--- src/rtl/load_data_queue_pkg.sv ---
// Shared sizing constants and the LDQ entry layout for the memory-stage load queue.
package load_data_queue_pkg;

    localparam int LDQ_ENTRIES = 16;
    localparam int SDQ_ENTRIES = 16;
    localparam int LDQ_IDX_W   = $clog2(LDQ_ENTRIES);
    localparam int SDQ_MRK_W   = $clog2(SDQ_ENTRIES) + 1;

    typedef struct packed {
        logic                 vld;
        logic                 addr_vld;
        logic [31:0]          addr;
        logic [SDQ_MRK_W-1:0] sdq_marker;
        logic [LDQ_IDX_W-1:0] ldq_idx;
    } ldq_entry_t;

endpackage

--- src/rtl/load_data_queue_ptr.sv ---
// Circular queue pointer: index bits plus a wrap bit; advances by one when inc is set.
module ldq_ptr #(
    parameter int IDX_W = 4
) (
    input  logic             clk,
    input  logic             rst,
    input  logic             inc,
    output logic [IDX_W:0]   ptr_q
);

    logic [IDX_W:0] ptr_d;

    always_comb begin
        ptr_d = ptr_q;
        if (inc) begin
            ptr_d = ptr_q + 1'b1;
        end
    end

    always_ff @(posedge clk or posedge rst) begin
        if (rst) begin
            ptr_q <= '0;
        end else begin
            ptr_q <= ptr_d;
        end
    end

endmodule

--- src/rtl/load_data_queue.sv ---
// In-order load data queue: program-order allocate, indexed address write, oldest-first issue.
// Build option LDQ_EXEC_BYPASS_EN lets an address written to the waiting head issue in the same cycle.
module load_data_queue
    import load_data_queue_pkg::*;
(
    input  logic                 clk,
    input  logic                 rst,
    input  logic                 disp_vld,
    input  logic [SDQ_MRK_W-1:0] disp_sdq_marker,
    output logic [LDQ_IDX_W-1:0] disp_ldq_idx,
    output logic                 disp_full,
    input  logic                 exec_vld,
    input  logic [LDQ_IDX_W-1:0] exec_ldq_idx,
    input  logic [31:0]          exec_addr,
    output ldq_entry_t           issue_entry,
    output logic                 issue_vld
);

    ldq_entry_t           entries_q [LDQ_ENTRIES];
    ldq_entry_t           entries_d [LDQ_ENTRIES];
    logic [LDQ_IDX_W:0]   head_q;
    logic [LDQ_IDX_W:0]   tail_q;
    logic [LDQ_IDX_W-1:0] head_idx;
    logic [LDQ_IDX_W-1:0] tail_idx;
    logic                 disp_fire;
    logic                 exec_hit;
    logic                 head_byp;
    ldq_entry_t           head_ent;

    assign head_idx  = head_q[LDQ_IDX_W-1:0];
    assign tail_idx  = tail_q[LDQ_IDX_W-1:0];
    assign disp_full = (head_idx == tail_idx) && (head_q[LDQ_IDX_W] != tail_q[LDQ_IDX_W]);
    assign disp_ldq_idx = tail_idx;
    assign disp_fire = disp_vld && !disp_full;
    assign head_ent  = entries_q[head_idx];

    // Exec only lands on slots that were already allocated before this edge.
    assign exec_hit = exec_vld && entries_q[exec_ldq_idx].vld;

`ifdef LDQ_EXEC_BYPASS_EN
    assign head_byp = exec_vld && (exec_ldq_idx == head_idx) && head_ent.vld && !head_ent.addr_vld;
`else
    assign head_byp = 1'b0;
`endif

    always_comb begin
        issue_vld   = head_ent.vld && (head_ent.addr_vld || head_byp);
        issue_entry = '0;
        if (issue_vld) begin
            issue_entry = head_ent;
            if (head_byp) begin
                issue_entry.addr     = exec_addr;
                issue_entry.addr_vld = 1'b1;
            end
        end
    end

    // Exec applied before the issue clear so an exec to the popping head leaves it free.
    always_comb begin
        for (int i = 0; i < LDQ_ENTRIES; i++) begin
            entries_d[i] = entries_q[i];
        end
        if (exec_hit) begin
            entries_d[exec_ldq_idx].addr     = exec_addr;
            entries_d[exec_ldq_idx].addr_vld = 1'b1;
        end
        if (issue_vld) begin
            entries_d[head_idx].vld      = 1'b0;
            entries_d[head_idx].addr_vld = 1'b0;
        end
        if (disp_fire) begin
            entries_d[tail_idx].vld        = 1'b1;
            entries_d[tail_idx].addr_vld   = 1'b0;
            entries_d[tail_idx].addr       = '0;
            entries_d[tail_idx].sdq_marker = disp_sdq_marker;
            entries_d[tail_idx].ldq_idx    = tail_idx;
        end
    end

    always_ff @(posedge clk or posedge rst) begin
        if (rst) begin
            for (int i = 0; i < LDQ_ENTRIES; i++) begin
                entries_q[i] <= '0;
            end
        end else begin
            for (int i = 0; i < LDQ_ENTRIES; i++) begin
                entries_q[i] <= entries_d[i];
            end
        end
    end

    ldq_ptr #(.IDX_W(LDQ_IDX_W)) u_head_ptr (
        .clk   (clk),
        .rst   (rst),
        .inc   (issue_vld),
        .ptr_q (head_q)
    );

    ldq_ptr #(.IDX_W(LDQ_IDX_W)) u_tail_ptr (
        .clk   (clk),
        .rst   (rst),
        .inc   (disp_fire),
        .ptr_q (tail_q)
    );

endmodule

--- config.mk ---
export PLATFORM = sky130hd
export DESIGN_NAME = load_data_queue
export DESIGN_NICKNAME = d
export VERILOG_FILES = /design/src/rtl/load_data_queue_pkg.sv /design/src/rtl/load_data_queue_ptr.sv /design/src/rtl/load_data_queue.sv
export SDC_FILE = /design/constraint.sdc
export NUM_CORES = 2
export LEC_CHECK = 0
export CAP_MARGIN = 20
export CORE_UTILIZATION = 30
export CTS_BUF_LIST = sky130_fd_sc_hd__clkbuf_16
export DETAILED_ROUTE_END_ITERATION = 7
export MAX_ROUTING_LAYER = met4
export PLACE_DENSITY = 0.53
export SETUP_SLACK_MARGIN = 0.2
export SYNTH_ARGS = -nofsm -noshare
export SYNTH_HDL_FRONTEND = slang
export SYNTH_SLANG_ARGS = --single-unit
--- constraint.sdc ---
create_clock -name clk -period 44.2 [get_ports clk]
set_clock_uncertainty 0.1 [all_clocks]
set_input_delay 4.42 -clock clk [delete_from_list [all_inputs] [get_ports clk]]
set_output_delay 4.42 -clock clk [all_outputs]
set_load 0.05 [all_outputs]
* Word level (Yosys, flattened, before mapping)
Cells that the tools add are included.
** Cells by class
- Bitwise operators :: 3
- Add/sub/neg operators :: 2
- Equal/unequal tests :: 2
- Reductions and logical operators :: 8
- Mux-type cells :: 37
- Magnitude comparators :: 6
** Operator list (count)
- bitwise mux 688 bit :: 9
- two-way mux 688 bit :: 3
- demux 43 bit (select 4 bit) :: 9
- binary-select mux 43 bit (select 4 bit) :: 2
- two-way mux 43 bit :: 7
- two-way mux 42 bit :: 3
- two-way mux 41 bit :: 2
- greater-or-equal comparator 5 bit, second input constant :: 3
- less-than comparator 5 x 1 -> 1 bit, second input constant :: 3
- inverter 4 -> 5 bit :: 3
- adder 5 x 1 -> 5 bit, second input constant :: 2
- two-way mux 9 bit :: 1
- logical AND 1 bit :: 7
- equality test 4 bit :: 1
- two-way mux 4 bit :: 1
- zero test 1 bit :: 1
- != test 1 bit :: 1
** Storage, ports and cells
- Bits in registers :: 698
- Output and inout bits :: 49
- Input bits :: 45

* Logic depth before layout (Yosys ltp)
- Word-level depth :: 17
- Depth in mapped cells :: 9

* Modules after synthesis
From an unflattened synthesis, not the netlist that was laid out.
** Unflattened totals
- Cell total of the unflattened synthesis :: 3197
- Area total of the unflattened synthesis :: 33479.6 um^2
** By module, submodules not included
- load_data_queue :: area each 33071.7 um^2, sequential area each 17216.5 um^2, instances 1, cells an instance 3167
- ldq_ptr :: area each 203.9 um^2, sequential area each 125.1 um^2, instances 2, cells an instance 15

* Least setup slack after synthesis
No wires, ideal clock.
- Path type :: flip-flop to output port
- Start point :: register u_head_ptr.ptr_q[0]
- End point :: output port issue_entry[34] (netlist name)
- Arrival time :: 2.514 ns
- Buffers on the path :: 4
- Stages on the path, launching flop included :: 9
- Path slack :: 37.166 ns
- Cells stage by stage :: dfrtp_1 > buf_4 > buf_2 > buf_2 > and3_1 > a211oi_1 > o211ai_4 > buf_2 > nor2b_1
** RTL lines
- start, declared :: RTL line load_data_queue_ptr.sv:8 : output logic [IDX_W:0] ptr_q
- start signal, assigned :: RTL line load_data_queue_ptr.sv:24 : ptr_q <= ptr_d;
- end, declared :: RTL line load_data_queue.sv:15 : output ldq_entry_t issue_entry,

==> results by group <==
Global route
  • Total global-route track usage: 21.7%
  • Vias in the first global route: 24000
  • Total grt overflow: 0
  • First-pass GRT wire length: between 150000 and 200000 microns
  • Initial antenna violation count: 8
  • Largest net degree at the start of global routing: 175

Timing
  • Final Hold Fails: 0
  • Final setup TNS: 0 ns
  • Slew Viols, Final: 0
  • Worst-Margin Slew: 1.09 ns
  • RSZ-0062 raised after global routing: no
  • # setup viols final: 0
  • Final WS setup: 34.19 ns
  • Period utilization: 22.6%
  • Highest Clock Rate: 99.9 MHz
  • Slew margin rel.: 27.3%
  • Tmin final: 10.01 ns

Power and ir drop
  • Power consumption: 2.75 mW
  • Sw Ratio: 36.4%
  • Power per cell area: 71.6 mW/mm^2
  • Maximum vdd drop: 36.8 uV
  • Sw power: about 1 mW
  • Pint: about 1.7 mW
  • Leak: 16.8 nW
  • Seq pwr share: about two fifths
  • Clock power frac: 23.9%
  • Gate power share: 37.2%

Logic synthesis
  • Post-synth cell types: 57
  • Count leader, synth: nand2_1
  • Top FF cell, synth: dfrtp_1
  • Yosys warning count: 0
  • Commonest cells post-synth: nand2_1 (861), dfrtp_1 (698), a21oi_1 (401), mux4_2 (211), clkbuf_1 (152)
  • Post-synthesis sequential area ratio: between 50 and 60%
  • Syn nets: about 3000
  • Avg Inst Size Synth: 11.1 sq um
  • FF+latch count, synth: 698
  • Post-synth EDFFs: 0
  • Top cells by area, synth: dfrtp_1 (52%), mux4_2 (14%), nand2_1 (9.6%), a21oi_1 (6.0%), mux2_2 (3.6%)
  • Yosys top cell by area: dfrtp_1
  • FFs w/ async S/R, synth: 100%
  • Share of the synthesized area in the top cell type: a little over half
  • Post-Syn Instances: ~3000
  • Syn Std Cell Area: 0.0336 sq mm

Routing
  • Post-Route WL: 119000 microns
  • Via count: between 20000 and 25000
  • Final ANT Viol Nets: 0
  • WL per Instance: 26.0 microns
  • First-pass detailed-route iteration total: 7
  • DRC: 0
  • Via density: 5.28
  • DRT iter0 DRCs: around 2400

Place
  • Port bufs: 93
  • Placer Congestion: 0.822
  • Placed cell count: about 4400
  • Hpwl dp: about 63000 microns
  • Setup WS pre-CTS: 34.80 ns

Clocking
  • H-tree lvl count: 3
  • Clock sink count: about 700
  • CTS max path bufs: 3
  • CTS root buffer: clkbuf_16
  • CTS tree: built
  • Worst-skew pair later-pin latency: 0.66 ns
  • Hold_buf cts: 0
  • Clock slew at reported path FFs: 0.06 ns
  • Setup Buffers After CTS: 0
  • CTS resizes: 0
  • Inserted Clock Buffers: 79

Worst setup path
  • CP Class: reg2out
  • Worst path cell trace: buf_4 > buf_4 > mux4_2 > mux4_2 > nor2b_1 > clkdlybuf4s50_1
  • Cell family with most CP delay: buffers and inverters
  • WP data arrival: 5.49 ns
  • RR Startpoint: u_head_ptr.ptr_q[0]$_DFFE_PP0N_
  • Crit path capture type: output port
  • Reg2reg end: entries_q[607]$_DFFE_PP0P_
  • Crit Path Max Fanout: 54
  • WP data required: around 40 ns
  • R2r setup slk: just under 40 ns
  • Slowest cell on the critical path: buf_4
  • Startpoint types: register
  • Max stage delay on crit path: 0.91 ns
  • CP Buf/Inv Count: 3
  • R2R depth: 8

Worst hold path
  • HP Class: reg2reg
  • Hold Path Sink: entries_q[389]$_DFFE_PP0P_
  • Hold Crit Depth: 1
  • HP Start: entries_q[389]$_DFFE_PP0P_

Flow run
  • Max-Cap Viols: 0

Layout
  • Post-layout util: 34.6%
  • Synth-to-Final Area Change: 14.3%
  • Final net count: 3062
  • # fillers: 11000
  • Layout cell share with drive strength beyond 1: 19.3%
  • Layout Cells excl Fill: 4570

Outcome
  • Status: completed

Die
  • Number of top-level pins: 94
  • Die width: 337 microns
  • Die area: 0.113 sq mm
  • DIE HEIGHT: 337 microns
  • Initial core utilization: a little under a third
  • Core Footprint: 0.111 sq mm
  • Cell row count: 122
[metrics by stage]
stage          instance area, sq um  hold slack [ns]
3_5_place_dp                  35800            0.347
4_1_cts                       38300            0.361
2_1_floorplan                 33600            0.329
5_1_grt                       38400            0.374
6_report                      38400            0.358
3_3_place_gp                  35800            0.348
[area by class of cell]
class / instances / area (sq um) / share of cell area (%)
timing repair buffer: 162 / 1490 / 3.89
sequential: 698 / 17500 / 45.5
multi-input combinational: 2055 / 14900 / 38.9
clock buffer: 79 / 1980 / 5.15
tap: 1488 / 1860 / 4.85
inverter: 13 / 56.3 / 0.147
antenna: 6 / 15.0 / 0.0391
clock inverter: 69 / 584 / 1.52
[placed cells by master (no fill, tap or decap), types with 12 or more instances in the layout]
cell               n
dfrtp_1          694
nor2_1           118
a21oi_2           23
mux2_2           108
nor2b_1           59
nand3_1           14
clkdlybuf4s50_1   93
nand2_1          850
buf_4             66
nand2_2           12
clkinv_1          20
or2_2             13
mux4_2           211
mux2i_1          104
a21oi_1          401
clkbuf_16         79
inv_1             33
[worst max path at each step]
stage / depth (start not counted) / startpoint / slack, ns / to
after CTS: 6 / u_head_ptr.ptr_q[1]$_DFFE_PP0N_ / 34.11 / issue_entry[11]
final: 6 / u_head_ptr.ptr_q[1]$_DFFE_PP0N_ / 34.19 / issue_entry[11]
after floorplan: 1 / rst / 20.11 / entries_q[0]$_DFFE_PP0P_
after detailed placement: 6 / u_head_ptr.ptr_q[1]$_DFFE_PP0N_ / 34.80 / issue_entry[11]
after global placement: 6 / u_head_ptr.ptr_q[1]$_DFFE_PP0N_ / 34.80 / issue_entry[11]
after global routing: 6 / u_head_ptr.ptr_q[1]$_DFFE_PP0N_ / 33.90 / issue_entry[29]
[cells by family after synthesis]
kind of cell / count (synthesis) / share of synthesized area [%]
XOR/XNOR: 12 / 0.358
AO/OA/AOI/OAI: 473 / 8.28
flip-flops: 698 / 52.0
adder cells (fa/ha/maj): 8 / 0.298
buffers and inverters: 285 / 3.99
multiplexers: 434 / 21.3
AND/OR/NAND/NOR: 1128 / 13.8
[state kept, by name (all words and copies together) (netlist names)]
| name | cells |
|---|---|
| entries_q | 688 |
| u_tail_ptr.ptr_q | 5 |
| u_head_ptr.ptr_q | 5 |
[power groups by stage]
stage	Sequential (mW)	Combinational [mW]	Clock [mW]
2_1_floorplan	0.992	0.819	0
3_3_place_gp	1.08	1.01	0
3_5_place_dp	1.08	1.03	0
4_1_cts	1.07	1.03	0.667
5_1_grt	1.10	1.10	0.692
6_report	1.07	1.02	0.657
[routing by layer]
layer	global-route usage, %	routed length (microns)
met1	28.1	48900
met2	33.9	57000
met3	4.50	9410
met4	7.21	3430
met5	-	0
(Power assumes the default switching activity.)
